===== src/rtl/pipe_ctrl_pkg.sv =====
// Shared definitions for the pipeline stall/flush controller.
// Contents: stall-vector bit positions, stall patterns and the controller FSM state type.
package pipe_ctrl_pkg;

    localparam int STALL_W     = 6;
    localparam int STALL_PC    = 0;
    localparam int STALL_IFID  = 1;
    localparam int STALL_IDEX  = 2;
    localparam int STALL_EXMEM = 3;
    localparam int STALL_MEMWB = 4;

    typedef logic [STALL_W-1:0] stall_t;

    // A load-use hazard freezes PC, IF_ID and ID_EX.
    // A multi-cycle EX op additionally freezes EX_MEM.
    localparam stall_t STALL_NONE = 6'b000000;
    localparam stall_t STALL_ID   = 6'b000111;
    localparam stall_t STALL_EX   = 6'b001111;

    typedef enum logic {
        IDLE,
        EX_WAIT
    } ctrl_state_t;

endpackage


===== src/rtl/pipe_ctrl_if.sv =====
// Request/response bundle between the pipeline stages and the stall/flush controller.
// The pipeline side uses the master modport; the controller uses the slave modport.
interface pipe_ctrl_if #(
    parameter int ADDR_W = 16,
    parameter int CNT_W  = 4,
    parameter int PERF_W = 16
);
    logic              stallreq_id;
    logic              stallreq_ex;
    logic [CNT_W-1:0]  ex_cycles;
    logic              branch_flag;
    logic [ADDR_W-1:0] branch_target;
    logic [5:0]        stall;
    logic              flush;
    logic [ADDR_W-1:0] new_pc;
    logic              busy;
    logic [PERF_W-1:0] stall_cycles;

    modport master (
        output stallreq_id, stallreq_ex, ex_cycles, branch_flag, branch_target,
        input  stall, flush, new_pc, busy, stall_cycles
    );

    modport slave (
        input  stallreq_id, stallreq_ex, ex_cycles, branch_flag, branch_target,
        output stall, flush, new_pc, busy, stall_cycles
    );
endinterface


===== src/rtl/pipe_ctrl_sat_cnt.sv =====
// Enable-gated up-counter that sticks at all-ones.
// The counter clears asynchronously on reset.
module sat_cnt #(
    parameter int W = 16
) (
    input  logic         clk,
    input  logic         rst,
    input  logic         en_i,
    output logic [W-1:0] count_o
);

    logic [W-1:0] count_q;

    // NOTE: sequential state uses non-blocking assignments so that every flop samples pre-edge values.
    always_ff @(posedge clk or posedge rst) begin
        if (rst) begin
            count_q <= '0;
        end else if (en_i && !(&count_q)) begin
            count_q <= count_q + W'(1);
        end
    end

    assign count_o = count_q;

endmodule


===== src/rtl/pipe_ctrl.sv =====
// Central stall/flush controller for the 5-stage pipeline.
// Contains the EX multi-cycle FSM, the stall down-counter and the stall perf counter.
module pipe_ctrl
    import pipe_ctrl_pkg::*;
#(
    parameter int ADDR_W = 16,
    parameter int CNT_W  = 4,
    parameter int PERF_W = 16
) (
    input  logic       clk,
    input  logic       rst,
    pipe_ctrl_if.slave ctrl
);

    ctrl_state_t       state_q, state_d;
    logic [CNT_W-1:0]  cnt_q, cnt_d;
    logic [CNT_W-1:0]  ex_len;
    stall_t            stall;
    logic              flush;
    logic [ADDR_W-1:0] new_pc;
    logic [PERF_W-1:0] perf_cnt;

    // A zero-length request still costs the request cycle itself.
    assign ex_len = (ctrl.ex_cycles == '0) ? CNT_W'(1) : ctrl.ex_cycles;

    always_ff @(posedge clk or posedge rst) begin
        if (rst) begin
            state_q <= IDLE;
            cnt_q   <= '0;
        end else begin
            state_q <= state_d;
            cnt_q   <= cnt_d;
        end
    end

    // NOTE: every output of this block gets a default first, so no path can infer a latch.
    always_comb begin
        state_d = state_q;
        cnt_d   = cnt_q;
        stall   = STALL_NONE;
        flush   = 1'b0;
        new_pc  = '0;
        if (!rst) begin
            unique case (state_q)
                IDLE: begin
                    if (ctrl.stallreq_ex) begin
                        stall = STALL_EX;
                        if (ex_len > CNT_W'(1)) begin
                            state_d = EX_WAIT;
                            cnt_d   = ex_len - CNT_W'(1);
                        end
                    end else if (ctrl.branch_flag) begin
                        flush  = 1'b1;
                        new_pc = ctrl.branch_target;
                    end else if (ctrl.stallreq_id) begin
                        stall = STALL_ID;
                    end
                end
                EX_WAIT: begin
                    // ID is frozen here; any branch or hazard it holds is re-raised after release.
                    stall = STALL_EX;
                    cnt_d = cnt_q - CNT_W'(1);
                    if (cnt_q == CNT_W'(1)) begin
                        state_d = IDLE;
                    end
                end
                default: state_d = IDLE;
            endcase
        end
    end

    sat_cnt #(.W(PERF_W)) u_stall_perf (
        .clk     (clk),
        .rst     (rst),
        .en_i    (stall != STALL_NONE),
        .count_o (perf_cnt)
    );

    assign ctrl.stall        = stall;
    assign ctrl.flush        = flush;
    assign ctrl.new_pc       = new_pc;
    assign ctrl.busy         = (state_q == EX_WAIT);
    assign ctrl.stall_cycles = perf_cnt;

    a_cnt_nonzero: assert property (@(posedge clk) disable iff (rst)
        (state_q == EX_WAIT) |-> (cnt_q != '0));

    a_flush_excl: assert property (@(posedge clk) disable iff (rst)
        !(flush && (stall[STALL_IFID] || stall[STALL_PC])));

endmodule


===== src/flat_wrapper.sv =====
// flat-port wrapper written by rule: the top's interface ports become plain ports
module pipe_ctrl_flat import pipe_ctrl_pkg::*;
#(
    parameter int ADDR_W = 16,
    parameter int CNT_W  = 4,
    parameter int PERF_W = 16
)
  (clk, rst, ctrl_stallreq_id, ctrl_stallreq_ex, ctrl_ex_cycles, ctrl_branch_flag, ctrl_branch_target, ctrl_stall, ctrl_flush, ctrl_new_pc, ctrl_busy, ctrl_stall_cycles);
  pipe_ctrl_if #(.ADDR_W(ADDR_W), .CNT_W(CNT_W), .PERF_W(PERF_W)) ctrl_i ();
  input  logic clk;
  input  logic rst;
  input wire logic [$bits(ctrl_i.stallreq_id)-1:0] ctrl_stallreq_id;
  input wire logic [$bits(ctrl_i.stallreq_ex)-1:0] ctrl_stallreq_ex;
  input wire logic [$bits(ctrl_i.ex_cycles)-1:0] ctrl_ex_cycles;
  input wire logic [$bits(ctrl_i.branch_flag)-1:0] ctrl_branch_flag;
  input wire logic [$bits(ctrl_i.branch_target)-1:0] ctrl_branch_target;
  output wire logic [$bits(ctrl_i.stall)-1:0] ctrl_stall;
  output wire logic [$bits(ctrl_i.flush)-1:0] ctrl_flush;
  output wire logic [$bits(ctrl_i.new_pc)-1:0] ctrl_new_pc;
  output wire logic [$bits(ctrl_i.busy)-1:0] ctrl_busy;
  output wire logic [$bits(ctrl_i.stall_cycles)-1:0] ctrl_stall_cycles;
  assign ctrl_i.stallreq_id = ctrl_stallreq_id;
  assign ctrl_i.stallreq_ex = ctrl_stallreq_ex;
  assign ctrl_i.ex_cycles = ctrl_ex_cycles;
  assign ctrl_i.branch_flag = ctrl_branch_flag;
  assign ctrl_i.branch_target = ctrl_branch_target;
  assign ctrl_stall = ctrl_i.stall;
  assign ctrl_flush = ctrl_i.flush;
  assign ctrl_new_pc = ctrl_i.new_pc;
  assign ctrl_busy = ctrl_i.busy;
  assign ctrl_stall_cycles = ctrl_i.stall_cycles;
  pipe_ctrl #(.ADDR_W(ADDR_W), .CNT_W(CNT_W), .PERF_W(PERF_W)) u_core (.clk(clk), .rst(rst), .ctrl(ctrl_i));
endmodule

===== config.mk =====
export PLATFORM = sky130hd
export DESIGN_NAME = pipe_ctrl_flat
export DESIGN_NICKNAME = d
export VERILOG_FILES = /design/src/rtl/pipe_ctrl_pkg.sv /design/src/rtl/pipe_ctrl_if.sv /design/src/rtl/pipe_ctrl_sat_cnt.sv /design/src/rtl/pipe_ctrl.sv /design/src/flat_wrapper.sv
export SDC_FILE = /design/constraint.sdc
export NUM_CORES = 1
export LEC_CHECK = 0
export ABC_CLOCK_PERIOD_IN_PS = 2500
export BUFFER_PORTS_ARGS = -buffer_cell sky130_fd_sc_hd__buf_2
export CAP_MARGIN = 15
export CORE_ASPECT_RATIO = 0.6
export CORE_UTILIZATION = 25
export CTS_BUF_LIST = sky130_fd_sc_hd__clkbuf_4 sky130_fd_sc_hd__clkbuf_8
export DETAILED_ROUTE_END_ITERATION = 16
export PLACE_DENSITY_LB_ADDON = 0.2
export SYNTH_ARGS = -nofsm -noshare
export SYNTH_HDL_FRONTEND = slang
export SYNTH_SLANG_ARGS = --single-unit

===== constraint.sdc =====
create_clock -name clk -period 2.5 [get_ports clk]
set_input_delay 0.375 -clock clk [delete_from_list [all_inputs] [get_ports clk]]
set_output_delay 0.375 -clock clk [all_outputs]
set_load 0.02 [all_outputs]

; ---- Word level (Yosys, flattened, before mapping)
; Index checks and enable logic that the tools add are counted.
[word_totals]
in_bits = 25
out_inout_bits = 40
wordCells = 39
register_bits = 21
[classes]
n_addsub = 3
muxes = 21
eq_ne = 3
n_bitwise = 2
reduce_logical = 6
magnitude_cmp = 1
[op_table]
columns = operator, count
row1 = 16-bit 2-to-1 mux, 4
row2 = 6-bit 2-to-1 mux, 3
row3 = "16-bit by 1-bit adder with 16-bit output, second input constant", 1
row4 = 16-bit AND reduction, 1
row5 = 4-bit 2-to-1 mux, 3
row6 = 6-bit case mux with 2 select lines, 1
row7 = 4-bit case mux with 2 select lines, 1
row8 = "4-bit by 1-bit subtractor with 4-bit output, second input constant", 2
row9 = 1-bit 2-to-1 mux, 7
row10 = 6-bit nonzero test, 1
row11 = "4-bit by 1-bit equality test with 1-bit output, second input constant", 1
row12 = "4-bit by 1-bit > comparator with 1-bit output, second input constant", 1
row13 = 4-bit logical NOT, 1
row14 = 3-bit 2-to-1 mux, 1
row15 = 3-bit AND reduction, 1
row16 = "2-bit by 1-bit != test with 1-bit output, second input constant", 1
row17 = "2-bit != test, second input constant", 1
row18 = 1-bit NOT, 2
row19 = 1-bit case mux with 2 select lines, 1
row20 = 1-bit logical AND, 1
row21 = 1-bit logical NOT, 1

; ---- Longest topological paths before layout
[depth]
word_depth = 7
mapped_depth = 6
depth_no_buf = 6

; ---- Hierarchy
; A second synthesis with hierarchy kept.
[unflattened]
hier_cells = 145
hier_area_um2 = 1385.1
[modules_own_cells]
columns = mod, area_per_inst_um2, seq_area_each_um2, cells_per_inst, instances
row1 = sat_cnt, 798.3, 400.4, 73, 1
row2 = pipe_ctrl, 586.8, 125.1, 72, 1

; ---- Worst setup path after synthesis
; OpenSTA, ideal clock, no wires.
[synth_timing]
path_type = input -> output
from = input rst
to = output ctrl_new_pc[10]
stages = 5
t_arrival_ns = 1.752
slack_ns = 0.373
n_path_buf = 2
required_time_ns = 2.125
path_cell_list = inv_1 > and3_1 > clkbuf_1 > buf_2 > and2_1
[synth_between]
elab_chain_cells = 1
[synth_lines]
columns = element, line
row1 = from (decl), flat_wrapper.sv:11  ; input logic rst;
row2 = 16-bit 2-to-1 mux, pipe_ctrl.sv:43  ; if (!rst) begin
row3 = to (decl), flat_wrapper.sv:19  ; output wire logic [$bits(ctrl_i.new_pc)-1:0] ctrl_new_pc;
; No other way between the ends.

; ---- Worst setup path after layout
[layout_timing]
from = register u_core.u_stall_perf.count_q[0] (netlist: u_core.u_stall_perf.count_o[0])
to = register u_core.u_stall_perf.count_q[12] (netlist: u_core.u_stall_perf.count_o[12])
[layout_between]
elab_chain_cells = 3
elab_cells_between_ends = 4
cone_classes = add/sub (1) / reduce/logical (3)
[layout_lines]
columns = element, line
row1 = from (decl), pipe_ctrl_sat_cnt.sv:12  ; logic [W-1:0] count_q;
row2 = from (signal assigned), pipe_ctrl_sat_cnt.sv:19  ; count_q <= count_q + W'(1);
row3 = branches (longest 3 deep; another with 16-bit by 1-bit adder with 16-bit output), --
; Parallel ways; which one is timed is not known.
; A chain may end at the register's enable or synchronous reset.

==> flow_summary.toml <==
[worst_setup_path]
critPathBufInv = 0
path_max_fanout = 5
slowest_delay_ns = 0.51
crit_path_end_kind = "register"
cp-start-kind = "register"
crit_slowest_cell = "a2111oi_4"
crit_required_ns = 2.64
worstSetupPathType = "register to register"
cp_cell_sequence = "ha_1 > nand3_1 > a2111oi_4 > and2b_1 > mux2_1"
arrival_ns = 2.19
timing.rr.start = "u_core.u_stall_perf.count_o[0]"
startpoint = "u_core.u_stall_perf.count_o[0]"
crit_family = "compound AO/OA/AOI/OAI gates"

[global_route]
grt_pass1_vias = 1058
grt_pass1_wl_um = 5460
antenna_found_initial = 0
grt_overflow = 0
track_usage = 0.122
grt_max_degree = 23

[final_layout]
multi_input_area_um2 = 772
regArea_um2 = 526
drive_above_1_share = 0.376
mostFrequentLayoutCells = "buf_2, dfrtp_1, and2_1"
area_growth_pct = 31.5
nFillCells = 542
final_common_cell = "buf_2"
final_nets = 235
antenna_cells = 0
postLayoutCellArea_um2 = 1790

[sta]
fin_crit_ns = 2.05
whs_ns = 0.236
fmax_mhz = 488
tns_ns = 0
setup_viol = 0
rsz0062_at_grt = "no"
slew_headroom = 0.633
worst_pin_slew_ns = 0.543
min_period_over_period = 0.820
drv_slew = 0
finClkSkew_ns = 0.00355
hold_viol = 0

[synthesis]
avgSynthCellArea_um2 = 9.67
yosys_warnings = 0
netlist_area_um2 = 1360
synthCells = 141
synthDistinctLibCells = 41
ys_seq_elements = 21
seq_area_frac_synth = 0.385

[place]
gp_congestion = 0.719
place_area_um2 = 1750
port_buffers = 62
hpwl_um = 2670

[job]
cap_violations = 0

[clocking]
htreeDepth = 1
cts_setup_buffers = 0
clock_path_buffers = 2
clkTransAtPathRegs_ns = 0.08
cts_resized = 0
cts_made_buffers = 3
clock-sinks = 21
root_buffer = "clkbuf_8"
holdBufCountCts = 0
clk_latency_ns = 0.26
cts_tree = "built"

[pwr]
power_frac_seq = 0.416
intPower_mw = 0.795
pwr-share-comb = 0.420
p_leak_nw = 0.916
power_density_nw_per_um2 = 773
p_sw_frac = 0.427
pwr-share-clk = 0.164
power.switching_mw = 0.592
total_power_mw = 1.39
peakVddDrop_uv = 379

[floorplanning]
fp.dieH_um = 59.2
num_rows = 20
core_area_um2 = 5150
die_w_um = 97.4
io_pins = 65
start_util = 0.265
dieArea_um2 = 5760

[detailed_routing]
vias_per_cell = 4.42
drt_pre_antenna_iters = 4
drt_iter0_drc = 65
avgRoutedWirePerCell_um = 12.3
drcViolationCount = 0
finalWirelength_um = 3330
detail-route-antenna-nets = 0
vias = 1197

[hold_path]
hp-class = "input pin to asynchronous set/reset pin"

[status]
outcome = "completed"
[layout make-up]
class	instances	share of cell area
tap	66	0.0461
inverter	7	0.0147
sequential	21	0.293
timing repair buffer	66	0.190
clock inverter	1	0.00279
clock buffer	3	0.0230
multi-input combinational	107	0.431
[worst register-to-register path, stage by stage (launching register included)]
cell and delay (ns):
dfrtp_1 0.44, ha_1 0.18, nand3_1 0.25, a2111oi_4 0.51, and2b_1 0.22, mux2_1 0.33
[cells by family after synthesis]
group / after synthesis / synth area share
muxes: 4 / 0.0349
DFF: 21 / 0.385
buffers and inverters: 14 / 0.0514
AOI/OAI and AO/OA: 19 / 0.111
xor gates and xnor gates: 12 / 0.0771
adders and majority gates: 4 / 0.0367
and+or+nand+nor: 66 / 0.301
other: 1 / 0.00275
[through the flow]
step           cells  setup slack, ns  utilization
2_1_floorplan    142            0.373            -
3_3_place_gp     267            0.543        0.339
3_5_place_dp     267            0.488        0.339
4_1_cts          271            0.458        0.348
5_1_grt          271            0.302        0.348
6_report         271            0.450        0.348
[power by group through the flow]
| stage | Combinational, mW | Clock [mW] | Sequential [mW] |
|---|---|---|---|
| after floorplan | 0.327 | 0 | 0.640 |
| after global placement | 0.599 | 0 | 0.577 |
| after detailed placement | 0.589 | 0 | 0.582 |
| after CTS | 0.592 | 0.236 | 0.578 |
| after global routing | 0.659 | 0.255 | 0.600 |
| final | 0.583 | 0.227 | 0.576 |
[cell usage after synthesis]
library cell | instances | area share
a2111oi_1 | 2 | 0.015
a2111oi_4 | 1 | 0.020
a21o_1 | 3 | 0.017
a21oi_1 | 4 | 0.015
a221oi_1 | 1 | 0.0064
a31oi_1 | 1 | 0.0046
and2_1 | 17 | 0.078
and2b_1 | 1 | 0.0055
and3_1 | 3 | 0.014
buf_2 | 2 | 0.0073
buf_4 | 4 | 0.022
clkbuf_1 | 1 | 0.0027
conb_1 | 1 | 0.0027
dfrtp_1 | 21 | 0.39
ha_1 | 4 | 0.037
inv_1 | 7 | 0.019
mux2_1 | 2 | 0.017
mux2_4 | 1 | 0.011
mux2i_1 | 1 | 0.0073
nand2_1 | 5 | 0.014
nand2b_1 | 2 | 0.0092
nand3_1 | 5 | 0.018
nand3_2 | 1 | 0.0073
nand3b_1 | 1 | 0.0055
nand4_1 | 6 | 0.028
nand4_4 | 1 | 0.016
nor2_1 | 7 | 0.019
nor2_2 | 2 | 0.0092
nor3_1 | 7 | 0.026
nor3b_1 | 1 | 0.0055
nor4_1 | 3 | 0.014
nor4_4 | 1 | 0.016
nor4b_1 | 2 | 0.013
o211ai_1 | 1 | 0.0055
o21a_1 | 1 | 0.0055
o21ai_0 | 3 | 0.011
o2bb2ai_1 | 1 | 0.0064
o31ai_1 | 1 | 0.0055
or3_1 | 1 | 0.0046
xnor2_1 | 5 | 0.032
xor2_1 | 7 | 0.045
[per-layer routing]
| metal | vias to the layer above | GRT usage | wire length (µm) |
|---|---|---|---|
| li1 | 623 | - | - |
| met1 | 541 | 0.196 | 1890 |
| met2 | 31 | 0.154 | 1260 |
| met3 | 2 | 0.0342 | 167 |
| met4 | 0 | 0.0252 | 19 |
| met5 | - | 0 | 0 |
[path summary, 6_finish.rpt]
| path | endpoint | slack [ns] | cells after the start |
|---|---|---|---|
| setup / recovery | u_core.u_stall_perf.count_o[12] | 0.45 | 5 |
| min in group clk | u_core.cnt_q[3] | 0.42 | 3 |
| max in group asynchronous | u_core.u_stall_perf.count_o[9] | 2.04 | 3 |
| hold reg to reg | u_core.u_stall_perf.count_o[15] | 0.53 | 1 |
| hold / removal | u_core.cnt_q[2] | 0.24 | 3 |
| setup reg to reg | u_core.u_stall_perf.count_o[12] | 0.45 | 5 |
[state kept, by name, indices dropped and copies added, names as in the netlist]
register                     count
u_core.cnt_q                     4
u_core.ctrl.busy                 1
u_core.u_stall_perf.count_o     16
Power figures use the tool's default switching activity.
